### config.mk
export PLATFORM = sky130hd
export DESIGN_NAME = mmio_led_ctrl
export DESIGN_NICKNAME = d
export VERILOG_FILES = /design/src/rtl/led_ctrl_pkg.sv /design/src/rtl/led_tick_gen.sv /design/src/rtl/mmio_led_ctrl.sv
export SDC_FILE = /design/constraint.sdc
export NUM_CORES = 1
export LEC_CHECK = 0
export ABC_AREA = 1
export CORE_ASPECT_RATIO = 0.8
export CORE_MARGIN = 4
export CORE_UTILIZATION = 50
export DETAILED_ROUTE_END_ITERATION = 8
export PLACE_DENSITY_LB_ADDON = 0.3
export SLEW_MARGIN = 10
export SYNTH_ARGS = -nofsm -noshare
export SYNTH_HDL_FRONTEND = slang
export SYNTH_SLANG_ARGS = --single-unit
### constraint.sdc
create_clock -name clk -period 2.8 [get_ports clk]
set_input_delay 0.56 -clock clk [delete_from_list [all_inputs] [get_ports clk]]
set_output_delay 0.56 -clock clk [all_outputs]
set_load 0.01 [all_outputs]
### src/rtl/led_ctrl_pkg.sv
// Shared types and register map for the memory-mapped LED controller.
package led_ctrl_pkg;

  // Per-channel output mode, two bits per channel in the MODE register.
  typedef enum logic [1:0] {
    ModeStatic = 2'b00,
    ModeBlink  = 2'b01,
    ModePwm    = 2'b10,
    ModeOff    = 2'b11
  } led_mode_e;

  // Word offsets inside the 16-byte register window (bus_addr[3:2]).
  localparam logic [1:0] REG_DATA  = 2'd0;
  localparam logic [1:0] REG_MODE  = 2'd1;
  localparam logic [1:0] REG_PRESC = 2'd2;
  localparam logic [1:0] REG_DUTY  = 2'd3;

endpackage

### src/rtl/led_tick_gen.sv
// Programmable prescaler: emits a registered one-cycle tick every presc+1 cycles.
module led_tick_gen #(
  parameter int unsigned PRESC_W = 24
) (
  input  logic               clk,
  input  logic               sys_rst_n,
  input  logic [PRESC_W-1:0] presc,
  input  logic               clr,
  output logic               tick
);

  logic [PRESC_W-1:0] pcnt_q, pcnt_d;
  logic               tick_q, tick_d;

  // Count 0..presc; a clear restarts the period and suppresses the pending tick.
  always_comb begin
    pcnt_d = pcnt_q + PRESC_W'(1);
    tick_d = 1'b0;
    if (clr) begin
      pcnt_d = '0;
    end else if (pcnt_q == presc) begin
      pcnt_d = '0;
      tick_d = 1'b1;
    end
  end

  // Prescaler state, discarded immediately on reset.
  always_ff @(posedge clk or negedge sys_rst_n) begin
    if (!sys_rst_n) begin
      pcnt_q <= '0;
      tick_q <= 1'b0;
    end else begin
      pcnt_q <= pcnt_d;
      tick_q <= tick_d;
    end
  end

  assign tick = tick_q;

endmodule

### src/rtl/mmio_led_ctrl.sv
// Memory-mapped LED controller: register file, address decode, blink/PWM timing
// and registered pin drive for N_LED channels.
module mmio_led_ctrl
  import led_ctrl_pkg::*;
#(
  parameter int unsigned N_LED      = 6,
  parameter logic [31:0] BASE_ADDR  = 32'h0000_0010,
  parameter int unsigned PRESC_W    = 24,
  parameter int unsigned PWM_W      = 8,
  parameter bit          ACTIVE_LOW = 1'b1
) (
  input  logic             clk,
  input  logic             sys_rst_n,
  input  logic [31:0]      bus_addr,
  input  logic [31:0]      bus_wdata,
  input  logic             bus_we,
  output logic [31:0]      bus_rdata,
  output logic [N_LED-1:0] led,
  output logic             tick
);

  logic [N_LED-1:0]   data_q, data_d;
  logic [2*N_LED-1:0] mode_q, mode_d;
  logic [PRESC_W-1:0] presc_q, presc_d;
  logic [PWM_W-1:0]   duty_q, duty_d;
  logic [PWM_W-1:0]   wcnt_q, wcnt_d;
  logic               phase_q, phase_d;
  logic [N_LED-1:0]   led_q, led_d;

  logic               hit;
  logic [1:0]         offset;
  logic               wr_en;
  logic               presc_wr;
  logic               pwm_on;
  logic [N_LED-1:0]   state;

  // Byte lanes and upper store bits beyond each register width are not used.
  logic unused_bits;
  assign unused_bits = ^{bus_addr[1:0], bus_wdata};

  assign hit      = (bus_addr[31:4] == BASE_ADDR[31:4]);
  assign offset   = bus_addr[3:2];
  assign wr_en    = bus_we && hit;
  assign presc_wr = wr_en && (offset == REG_PRESC);

  led_tick_gen #(
    .PRESC_W (PRESC_W)
  ) u_tick_gen (
    .clk       (clk),
    .sys_rst_n (sys_rst_n),
    .presc     (presc_q),
    .clr       (presc_wr),
    .tick      (tick)
  );

  // Register file next-state: a decoded store replaces the addressed register.
  always_comb begin
    data_d  = data_q;
    mode_d  = mode_q;
    presc_d = presc_q;
    duty_d  = duty_q;
    if (wr_en) begin
      unique case (offset)
        REG_DATA:  data_d  = bus_wdata[N_LED-1:0];
        REG_MODE:  mode_d  = bus_wdata[2*N_LED-1:0];
        REG_PRESC: presc_d = bus_wdata[PRESC_W-1:0];
        REG_DUTY:  duty_d  = bus_wdata[PWM_W-1:0];
        default:   ;
      endcase
    end
  end

  // Combinational readback; shows pre-store contents during a store cycle.
  always_comb begin
    bus_rdata = '0;
    if (hit) begin
      unique case (offset)
        REG_DATA:  bus_rdata[N_LED-1:0]   = data_q;
        REG_MODE:  bus_rdata[2*N_LED-1:0] = mode_q;
        REG_PRESC: bus_rdata[PRESC_W-1:0] = presc_q;
        REG_DUTY:  bus_rdata[PWM_W-1:0]   = duty_q;
        default:   bus_rdata = '0;
      endcase
    end
  end

  // Blink phase and PWM counter advance on tick; a PRESC store realigns the phase.
  always_comb begin
    phase_d = phase_q;
    wcnt_d  = wcnt_q;
    if (presc_wr) begin
      phase_d = 1'b0;
    end else if (tick) begin
      phase_d = ~phase_q;
    end
    if (tick) begin
      wcnt_d = wcnt_q + PWM_W'(1);
    end
  end

  // Per-channel mode mux and pin polarity.
  always_comb begin
    pwm_on = (wcnt_q < duty_q);
    state  = '0;
    for (int unsigned i = 0; i < N_LED; i++) begin
      unique case (led_mode_e'(mode_q[2*i +: 2]))
        ModeStatic: state[i] = data_q[i];
        ModeBlink:  state[i] = data_q[i] & phase_q;
        ModePwm:    state[i] = pwm_on;
        ModeOff:    state[i] = 1'b0;
        default:    state[i] = 1'b0;
      endcase
    end
    led_d = state ^ {N_LED{ACTIVE_LOW}};
  end

  // All state; reset leaves every pin dark.
  always_ff @(posedge clk or negedge sys_rst_n) begin
    if (!sys_rst_n) begin
      data_q  <= '0;
      mode_q  <= '0;
      presc_q <= '0;
      duty_q  <= '0;
      wcnt_q  <= '0;
      phase_q <= 1'b0;
      led_q   <= {N_LED{ACTIVE_LOW}};
    end else begin
      data_q  <= data_d;
      mode_q  <= mode_d;
      presc_q <= presc_d;
      duty_q  <= duty_d;
      wcnt_q  <= wcnt_d;
      phase_q <= phase_d;
      led_q   <= led_d;
    end
  end

  assign led = led_q;

endmodule

Yosys cells after proc, flatten, opt, wreduce, memory -nomap -nowiden:

Cells that the tools add are included.

* register bits after elaboration: 90
* bits of input ports: 67
* output and inout bits: 39
* word-level logic and storage cells: 74

* add/sub/neg operators: 2
* $lt $le $gt $ge: 1
* equality and inequality tests: 23
* mux-type cells: 17
* bitwise gates (word level): 8
* reduce and logical (&&, ||, !) cells: 14

Operators with widths (count)
* two-way mux 24 bit: 3
* equality test 2 bit (second input constant): 14
* equality test 28 x 1 -> 1 bit (second input constant): 1
* adder 24 x 1 -> 24 bit (second input constant): 1
* equality test 24 bit: 1
* one-hot mux 1 bit (4 select lines): 6
* one-hot mux 6 bit (4 select lines): 1
* equality test 2 x 1 -> 1 bit (second input constant): 7
* zero test 2 bit: 7
* two-way mux 12 bit: 1
* adder 8 x 1 -> 8 bit (second input constant): 1
* < comparator 8 bit: 1
* one-hot mux 4 bit (2 select lines): 1
* AND reduction 2 bit: 4
* bitwise AND 1 bit: 6
* NOT 6 bit: 1
* one-hot mux 2 bit (3 select lines): 1
* two-way mux 1 bit: 4
* logical AND 1 bit: 2
* nonzero test 2 bit: 1
* NOT 1 bit: 1

Depth between registers and ports, before layout:

Gate-level depths: netlist (run 1).

* word-level depth: 4
* mapped depth: 11
* depth with buffers taken out: 10

Hierarchy:

A second synthesis (run 1) with hierarchy kept.

* cells, all modules: 808
* area total of the unflattened synthesis: 5610.4 µm²

By module, submodules not included
* mmio_led_ctrl: times used 1, cells an instance 480, area an instance 3653.5 µm², sequential area each 1634.1 µm²
* led_tick_gen: times used 1, cells an instance 328, area an instance 1956.9 µm², sequential area each 625.6 µm²

Worst setup path before layout (run 1):

Ideal clock, no wire load.

* path kind: input port to output port
* start point: input port bus_addr[2]
* end point: output port bus_rdata[13]
* arrival: 1.624 ns
* required time: 2.240 ns
* slack: 0.616 ns
* cell stages on the path: 6
* buffers on the path: 2
* path through: inv_1 -> ha_1 -> buf_2 -> clkinv_1 -> buf_1 -> nor3_1

* word-level cells in the longest chain between the ends: 3

Ends and longest elaborated chain
* start: declaration: line mmio_led_ctrl.sv:14 `input logic [31:0] bus_addr,`
* equality test 2 bit: line mmio_led_ctrl.sv:77 `unique case (offset)`
* two-way mux 12 bit: line mmio_led_ctrl.sv:77
* two-way mux 24 bit: line mmio_led_ctrl.sv:76 `if (hit) begin`
* end: declaration: line mmio_led_ctrl.sv:17 `output logic [31:0] bus_rdata,`

Every way passes these cells.

Final worst setup path (run 1):

* start point: input port bus_addr[2]
* end point: output port bus_rdata[1]

* word-level cells in the longest chain between the ends: 3
* elaborated cells between the ends (all ways): 6
* those cells by class: eq/ne: 3; mux: 2; reduce/logical: 1

Ends and longest elaborated chain (line)
* equality test 2 bit, or another cell as far along: mmio_led_ctrl.sv:77
* one-hot mux 6 bit (4 select lines) *: mmio_led_ctrl.sv:77
* two-way mux 24 bit *: mmio_led_ctrl.sv:76

Mark *: on every way between the ends. The rest lies on a longest branch, timed or not.

==> results of run 1 <==
-- state kept, by name (all words and copies together) (netlist names) --
| name | cells |
|---|---|
| u_tick_gen.tick | 1 |
| led | 6 |
| phase_q | 1 |
| data_q | 6 |
| wcnt_q | 8 |
| mode_q | 12 |
| u_tick_gen.pcnt_q | 24 |
| presc_q | 24 |
| duty_q | 8 |
-- cell type report --
type                    instances  share of cell area
multi-input cells             539              0.3858
flip-flops and latches         90              0.3323
repair buffers                114              0.1586
inverters                      88             0.04913
clock buffers                  10             0.03514
well taps                     140             0.02576
clock inverters                 6             0.01325
-- logic make-up after synthesis --
family | count (synthesis) | share of synthesized area
XOR/XNOR | 26 | 0.04209
adder cells (fa/ha/maj) | 14 | 0.03238
AO/OA/AOI/OAI | 32 | 0.03562
flip-flops | 90 | 0.4177
other | 1 | 0.0006931
buffers and inverters | 128 | 0.1073
AND/OR/NAND/NOR | 459 | 0.3642
-- synth_stat cells --
| master | count |
|---|---|
| a21oi_1 | 14 |
| and2_0 | 1 |
| and2_1 | 1 |
| buf_1 | 2 |
| buf_2 | 7 |
| buf_4 | 14 |
| buf_6 | 5 |
| clkbuf_1 | 11 |
| clkbuf_2 | 1 |
| clkinv_1 | 1 |
| conb_1 | 1 |
| dfrtp_1 | 84 |
| dfstp_2 | 6 |
| ha_1 | 14 |
| inv_1 | 86 |
| inv_2 | 1 |
| nand2_1 | 267 |
| nand2_2 | 4 |
| nand3_1 | 21 |
| nand3_2 | 4 |
| nand3b_1 | 1 |
| nand4_1 | 53 |
| nor2_1 | 86 |
| nor2_2 | 5 |
| nor2_4 | 1 |
| nor2b_1 | 1 |
| nor3_1 | 13 |
| nor3_2 | 1 |
| o211ai_1 | 12 |
| o21a_1 | 1 |
| o21ai_0 | 4 |
| o21ai_1 | 1 |
| xnor2_1 | 3 |
| xor2_1 | 23 |
-- worst register-to-register path, stage by stage (launching register included) --
cell	delay [ns]
dfrtp_1	0.43
inv_1	0.09
ha_1	0.32
a21oi_1	0.14
o21ai_0	0.11
nand2_1	0.25
nand3_1	0.13
nand2_1	0.08
inv_1	0.04
-- what timing repair did --
item / 4_1_cts / 5_1_grt
setup endpoints to repair: 24 / 14
buffers inserted: 0 / 1
cloned: 0 / 0
resized for setup: 28 / 43
-- power by group --
group	switching [mW]	internal, mW
clock	0.534	0.808
combinational	0.110	0.102
sequential	0.00419	1.30
-- worst max-delay path by stage --
stage / from / to
floorplan: bus_addr[2] / bus_rdata[13]
global placement: bus_addr[2] / bus_rdata[4]
detailed placement: bus_addr[2] / bus_rdata[0]
CTS: bus_addr[7] / bus_rdata[7]
global route: bus_addr[25] / bus_rdata[15]
finish: bus_addr[2] / bus_rdata[1]
-- stage by stage --
stage | hold WS (ns) | utilization | area [um^2]
2_1_floorplan | 0.2644 | - | 5436
3_3_place_gp | 0.4720 | 0.6235 | 6487
3_5_place_dp | 0.4695 | 0.6235 | 6487
4_1_cts | 0.2316 | 0.6533 | 6798
5_1_grt | 0.2562 | 0.6536 | 6800
6_report | 0.2111 | 0.6536 | 6800
-- per-layer routing --
metal | vias up | GRT usage
li1 | 2527 | -
met1 | 2436 | 0.3305
met2 | 247 | 0.3999
met3 | 16 | 0.05244
met4 | 0 | 0.06740
met5 | - | 0
==> flow_summary.toml, run 1 <==
[cts]
cts_hold_buffers = 0
cts.sinks = 90
cts_root_buf = "clkbuf_16"
clkLatencyLatePin_ns = 0.35
cts_tree = "yes"
h-tree-depth = 3
cts_buffers = 9
clk_pin_slew_worst_paths_ns = 0.07
cts_buffer_depth = 2

[detailed_routing]
wl_met1_mm = 6.393
avgViaCountPerCell = 5.295
route.met3.wl_mm = 1.141
drc = 0
routedWlPerCell_um = 14.78
ant_nets = 0
drt_first_pass_iters = 5
wl_met2_mm = 6.855
drt_iter0_markers = 392
top_layer = "met4"
route.vias.total = 5226
wl_mm = 14.58

[logic_synthesis]
synth_top_area_share = 0.3885
ys_types = 34
postSynthAreaPerCell_um2 = 7.214
syn_inst = 750
synthTopCellsByArea = "dfrtp_1 (39%), nand2_1 (19%), nand4_1 (6.1%), inv_1 (6.0%), nor2_1 (6.0%)"
yosysWarnings = 0
synthesis.area_um2 = 5410
synth-seq-cells = 90
yosysSeqAreaShare = 0.4177
synth_top_area_cell = "dfrtp_1"

[layout]
seqCellArea_um2 = 2260
num-nets-final = 923
multi_input_area_um2 = 2624
layout_common_cells = "nand2_1 (267), nor2_1 (86), inv_1 (84), dfrtp_1 (84), clkdlybuf4s50_1 (61)"
layout_commonest_cell = "nand2_1"
drive_gt1_frac = 0.1051
fill_cells = 907
diodes = 0
layoutNonFillerInstCount = 987
area_delta_synth_final_pct = 25.69

[setup_path]
cp_data_arrival_time_ns = 2.15
crit_fanout = 10
timing.rr.end = "led[2]"
cp_top_family = "buffers and inverters"
rrSetupSlack_ns = 1.15
required_ns = 2.24
slowest_delay_ns = 0.49
startpoint_type = "primary input"
end_kind = "primary output"
crit_buf_inv = 4
crit_type = "in -> out"
critPathSlowestCell = "clkdlybuf4s50_1"
worst-r2r-cell-count = 8
worstPathCellList = "clkdlybuf4s50_1 > buf_4 > ha_1 > buf_4 > nand2_1 > o211ai_1 > nand2_1 > a21oi_1 > clkdlybuf4s15_1"
cp_num_cells = 9
worstReg2RegStart = "duty_q[3]"

[timing]
period_share = 0.9678
rsz0062_at_grt = "no"
setup_ws_ns = 0.09002
setup_viol = 0
fmax_mhz = 369.0
clock_skew_ns = 0.01073
max-slew-margin-rel = 0.5673
finalSetupTns_ns = 0
drv_slew = 0
period_minus_slack_ns = 2.710
hold_viol_final = 0
tightest_slew_ns = 0.6491

[floorplan]
rows = 33
start_util = 0.5200
die_h_um = 101.0
io-pin-count = 106
fp.dieW_um = 124.3
core-area_um2 = 10410
die_area_um2 = 12560

[grt]
grt_usage = 0.2439
antenna_found_initial = 0
grt_max_degree = 50
grt_pass1_wl_mm = 25.07
first_global_vias = 5172
grt-ovfl-total = 0

[place]
place_inst = 970
port_buffers = 87
place.gp.congestion = 0.9525
preCtsSetupSlack_ns = -0.2633
dpl.hpwl_mm = 10.84

[run]
drv_cap = 0

[pwr]
power_density_nw_per_um2 = 420.8
power_mw = 2.862
p_leak_nw = 3.241
ir_drop_mv = 0.2835

[outcome]
status = "finished, final reports clean"

[worst_hold_path]
min_path_type = "in -> async"
Note: power is estimated with default switching activity, not from simulation.
==> run 2: changes to the inputs <==
Settings changed: CTS_BUF_LIST from default to sky130_fd_sc_hd__clkbuf_8, DONT_BUFFER_PORTS from default to 1.
==> run 2 against run 1 <==
  * Die area did not move
  * Largest power group is now sequential cells
  * Highest routed layer unchanged
  * Critical path depth fell by 1
  * Critical endpoint is now bus_rdata[18]
  * Flip-flop and latch count did not move
  * Cell area fell by 15%
  * Sequential share of layout area rose by 5.8 points
  * First-iteration DRC count fell by 13%
  * Via count fell by 7.9%
==> flow_summary.toml, run 2 (synthesis gave the netlist of run 1 again) <==
[setup_path]
cp_data_arrival_time_ns = 1.82
required_ns = 2.24
rrSetupSlack_ns = 1.02
timing.rr.end = "u_tick_gen.pcnt_q[11]"
worst-r2r-cell-count = 7
crit_type = "in -> out"
crit_fanout = 20
end_kind = "primary output"
startpoint_type = "primary input"
worstReg2RegStart = "u_tick_gen.pcnt_q[3]"

[cts]
cts_buffers = 9
clk_pin_slew_worst_paths_ns = 0.10
cts_tree = "yes"
cts_buffer_depth = 2
h-tree-depth = 3
cts_root_buf = "clkbuf_8"
postCtsResizedCells = 0
postCtsSetupRepairBufs = 0
clkLatencyLatePin_ns = 0.37
cts.sinks = 90

[timing]
period_share = 0.8504
drv_slew = 0
hold_viol_final = 0
period_minus_slack_ns = 2.381
tightest_slew_ns = 0.6480
setup_viol = 0
fmax_mhz = 420.0
rsz0062_at_grt = "no"
setup_ws_ns = 0.4188
max-slew-margin-rel = 0.5680
clock_skew_ns = 0.01480
finalSetupTns_ns = 0

[layout]
diodes = 0
top_regs = "presc_q x24, u_tick_gen.pcnt_q x24, mode_q x12"
layout_commonest_cell = "nand2_1"
post-route-cell-area_um2 = 5789
multi_input_area_um2 = 2601
seqCellArea_um2 = 2260
area_delta_synth_final_pct = 7.007
num-nets-final = 835
fill_cells = 982
drive_gt1_frac = 0.08169
layout_common_cells = "nand2_1 (267), inv_1 (86), nor2_1 (86), dfrtp_1 (84), nand4_1 (53)"

[place]
preCtsSetupSlack_ns = 0.3913
place_area_um2 = 5539
place.gp.congestion = 0.8771
dpl.hpwl_mm = 9.796
port_buffers = 0

[pwr]
ir_drop_mv = 0.2171
p_leak_nw = 2.770
clock_power_share = 0.398
comb_power_share = 0.040
intPower_mw = 1.744
power_density_nw_per_um2 = 401.7
power_frac_seq = 0.562
switchingPower_mw = 0.5816
switching_share = 0.2501

[detailed_routing]
avgViaCountPerCell = 5.352
routedWlPerCell_um = 14.87
route.vias.total = 4811
drt_iter0_markers = 341
drt_first_pass_iters = 5
ant_nets = 0
wl_mm = 13.37
drc = 0

[floorplan]
die_h_um = 101.0
start_util = 0.5200
fp.dieW_um = 124.3
die_area_um2 = 12560
io-pin-count = 106
rows = 33
core-area_um2 = 10410

[grt]
grt-ovfl-total = 0
first_global_vias = 4618
antenna_found_initial = 0
grt_max_degree = 85
grt_usage = 0.2188
grt_pass1_wl_mm = 22.61

[outcome]
status = "finished, final reports clean"

[worst_hold_path]
min_path_type = "in -> async"

[run]
drv_cap = 0
## run 2: how the worst max path moves through the flow
stage	to	from	slack, ns
after CTS	bus_rdata[22]	bus_addr[27]	0.40
after global placement	u_tick_gen.pcnt_q[17]	bus_addr[7]	0.44
after detailed placement	u_tick_gen.pcnt_q[11]	bus_addr[27]	0.39
after global routing	bus_rdata[22]	bus_addr[25]	0.19
after floorplan	bus_rdata[13]	bus_addr[2]	0.62
final	bus_rdata[18]	bus_addr[27]	0.42
## run 2: final cells by class
type	instances	share of cell area
flip-flops and latches	90	0.3903
inverters	88	0.05706
well taps	140	0.03026
repair buffers	26	0.03804
clock buffers	9	0.02140
multi-input cells	539	0.4493
clock inverters	7	0.01362
## run 2: metal layers
metal | part of all wire | track usage | up-vias
met5 | 0 | 0 | -
met4 | 0.012 | 0.05392 | 0
met3 | 0.075 | 0.04873 | 16
met2 | 0.46 | 0.3513 | 157
met1 | 0.45 | 0.3041 | 2291
li1 | - | - | 2347
## run 2: stage by stage
stage	util	hold slack [ns]	power (mW)	std cells
finish	0.5564	0.02046	2.326	899
global route	0.5564	0.002029	2.414	899
CTS	0.5545	0.009377	2.335	897
detailed placement	0.5323	0.2671	1.393	880
global placement	0.5323	0.2668	1.391	880
floorplan	-	0.2644	1.397	757
## run 2: what timing repair did
item / in CTS / in global routing
setup endpoints to repair: 0 / 0
hold buffers: 1 / 2
hold endpoints to repair: 84 / 4
## run 2: power by group through the flow
stage | registers, mW | clock network (mW) | logic, mW
finish | 1.31 | 0.925 | 0.0939
global route | 1.31 | 1.00 | 0.106
CTS | 1.31 | 0.938 | 0.0906
detailed placement | 1.33 | 0 | 0.0611
global placement | 1.33 | 0 | 0.0589
floorplan | 1.33 | 0 | 0.0663
## run 2: worst max-delay path, cell delays in order
cell and delay, ns:
nor2_1 0.08, nand2_1 0.06, nor2_1 0.10, nand2_1 0.08, nor2_4 0.28, inv_2 0.25
nor3_1 0.24, buf_4 0.16
==> run 3: changes to the inputs <==
Settings changed: HOLD_SLACK_MARGIN from default to 0.05.
==> run 3 against run 2 <==
  * Hold slack better by 0.087 ns
  * First-iteration DRC count rose by 14%
  * Flip-flop and latch count stayed put
  * Register-to-register slack got worse by 0.03 ns
  * Die area did not move
  * Setup slack better by 0.0056 ns
  * Critical endpoint unchanged
  * Cell count decreased by 0.22%
  * Largest power group unchanged
  * Power decreased by 0.21%
  * Clock power hardly changed
  * Clock-buffer cell count stayed put
==> flow_summary.toml, run 3 (synthesis gave the netlist of run 1 again) <==
[outcome]
status = "finished, final reports clean"

[setup_path]
startpoint_type = "primary input"
worstPathCellList = "nor2_1 > nand2_1 > nor2_1 > nand2_1 > nor2_4 > inv_2 > nor3_1 > buf_4"
slowest_delay_ns = 0.28
required_ns = 2.24
crit_fanout = 20
cp_top_family = "simple AND/OR/NAND/NOR gates"
crit_start = "bus_addr[27]"
crit_buf_inv = 2
cp_data_arrival_time_ns = 1.82
worstReg2RegStart = "u_tick_gen.pcnt_q[9]"
crit_type = "in -> out"
critPathSlowestCell = "nor2_4"
end_kind = "primary output"

[timing]
finalSetupTns_ns = 0
setup_viol = 0
period_minus_slack_ns = 2.376
clock_skew_ns = 0.01447
setup_ws_ns = 0.4244
max-slew-margin-rel = 0.5852
fmax_mhz = 420.9
tightest_slew_ns = 0.6222
rsz0062_at_grt = "no"
drv_slew = 0
hold_viol_final = 0
period_share = 0.8484

[floorplan]
fp.dieW_um = 124.3
core-area_um2 = 10410
die_h_um = 101.0
rows = 33
start_util = 0.5200
io-pin-count = 106
die_area_um2 = 12560

[grt]
antenna_found_initial = 0
grt-ovfl-total = 0
first_global_vias = 4603
grt_pass1_wl_mm = 22.58
grt_usage = 0.2187
grt_max_degree = 91

[place]
port_buffers = 0
preCtsSetupSlack_ns = 0.3913
dpl.hpwl_mm = 9.796
place_area_um2 = 5539
place.gp.congestion = 0.8771

[cts]
cts_root_buf = "clkbuf_8"
cts_tree = "yes"
clk_pin_slew_worst_paths_ns = 0.10
h-tree-depth = 3
cts_buffer_depth = 2
cts_buffers = 9
postCtsResizedCells = 0
clkLatencyLatePin_ns = 0.37
cts.sinks = 90

[pwr]
p_leak_nw = 2.761
power_density_nw_per_um2 = 402.3
ir_drop_mv = 0.2182
power_mw = 2.321

[detailed_routing]
avgViaCountPerCell = 5.337
route.vias.total = 4787
wl_mm = 13.27
ant_nets = 0
routedWlPerCell_um = 14.80
drt_iter0_markers = 389
drt_first_pass_iters = 5
drc = 0

[layout]
multi_input_area_um2 = 2601
post-route-cell-area_um2 = 5769
drive_gt1_frac = 0.08190
seqCellArea_um2 = 2260
layout_commonest_cell = "nand2_1"
diodes = 0
num-nets-final = 833
fill_cells = 987
top_regs = "presc_q x24, u_tick_gen.pcnt_q x24, mode_q x12"
layout_common_cells = "nand2_1 (267), inv_1 (86), nor2_1 (86), dfrtp_1 (84), nand4_1 (53)"
area_delta_synth_final_pct = 6.637

[run]
drv_cap = 0

[worst_hold_path]
min_path_type = "in -> async"
-- run 3: layer usage --
layer,GRT usage,wire (um)
met5,0,0
met4,0.05307,156
met3,0.04661,1023
met2,0.3488,6053
met1,0.3074,6041
-- run 3: path summary, 6_finish.rpt --
path / endpoint / slack, ns / depth (start not counted)
min reg2reg: wcnt_q[7] / 0.48 / 1
min: data_q[2] / 0.11 / 1
max reg2reg: u_tick_gen.pcnt_q[11] / 0.99 / 9
max in group asynchronous: presc_q[17] / 2.35 / 1
max: bus_rdata[18] / 0.42 / 8
min in group clk: duty_q[7] / 0.33 / 2
-- run 3: where the power goes --
group / switching [mW] / internal (mW) / leakage (nW) / total (mW)
Clock: 0.505 / 0.419 / 0.0921 / 0.923
Sequential: 0.00410 / 1.30 / 1.21 / 1.31
Combinational: 0.0700 / 0.0212 / 1.46 / 0.0912
-- run 3: metrics by stage --
step | std cells | hold slack [ns] | utilization
2_1_floorplan | 757 | 0.2644 | -
3_3_place_gp | 880 | 0.2668 | 0.5323
3_5_place_dp | 880 | 0.2671 | 0.5323
4_1_cts | 897 | 0.1216 | 0.5545
5_1_grt | 897 | 0.1251 | 0.5545
6_report | 897 | 0.1078 | 0.5545
-- run 3: what timing repair did --
action                    CTS  global route
hold endpoints to repair   90             0
buffers inserted            0             0
hold buffers                1             0
-- run 3: cell type report --
type / count / share of cell area
multi-input combinational: 539 / 0.4509
sequential: 90 / 0.3917
inverter: 88 / 0.05725
timing repair buffer: 24 / 0.03470
tap: 140 / 0.03036
clock buffer: 9 / 0.02147
clock inverter: 7 / 0.01366
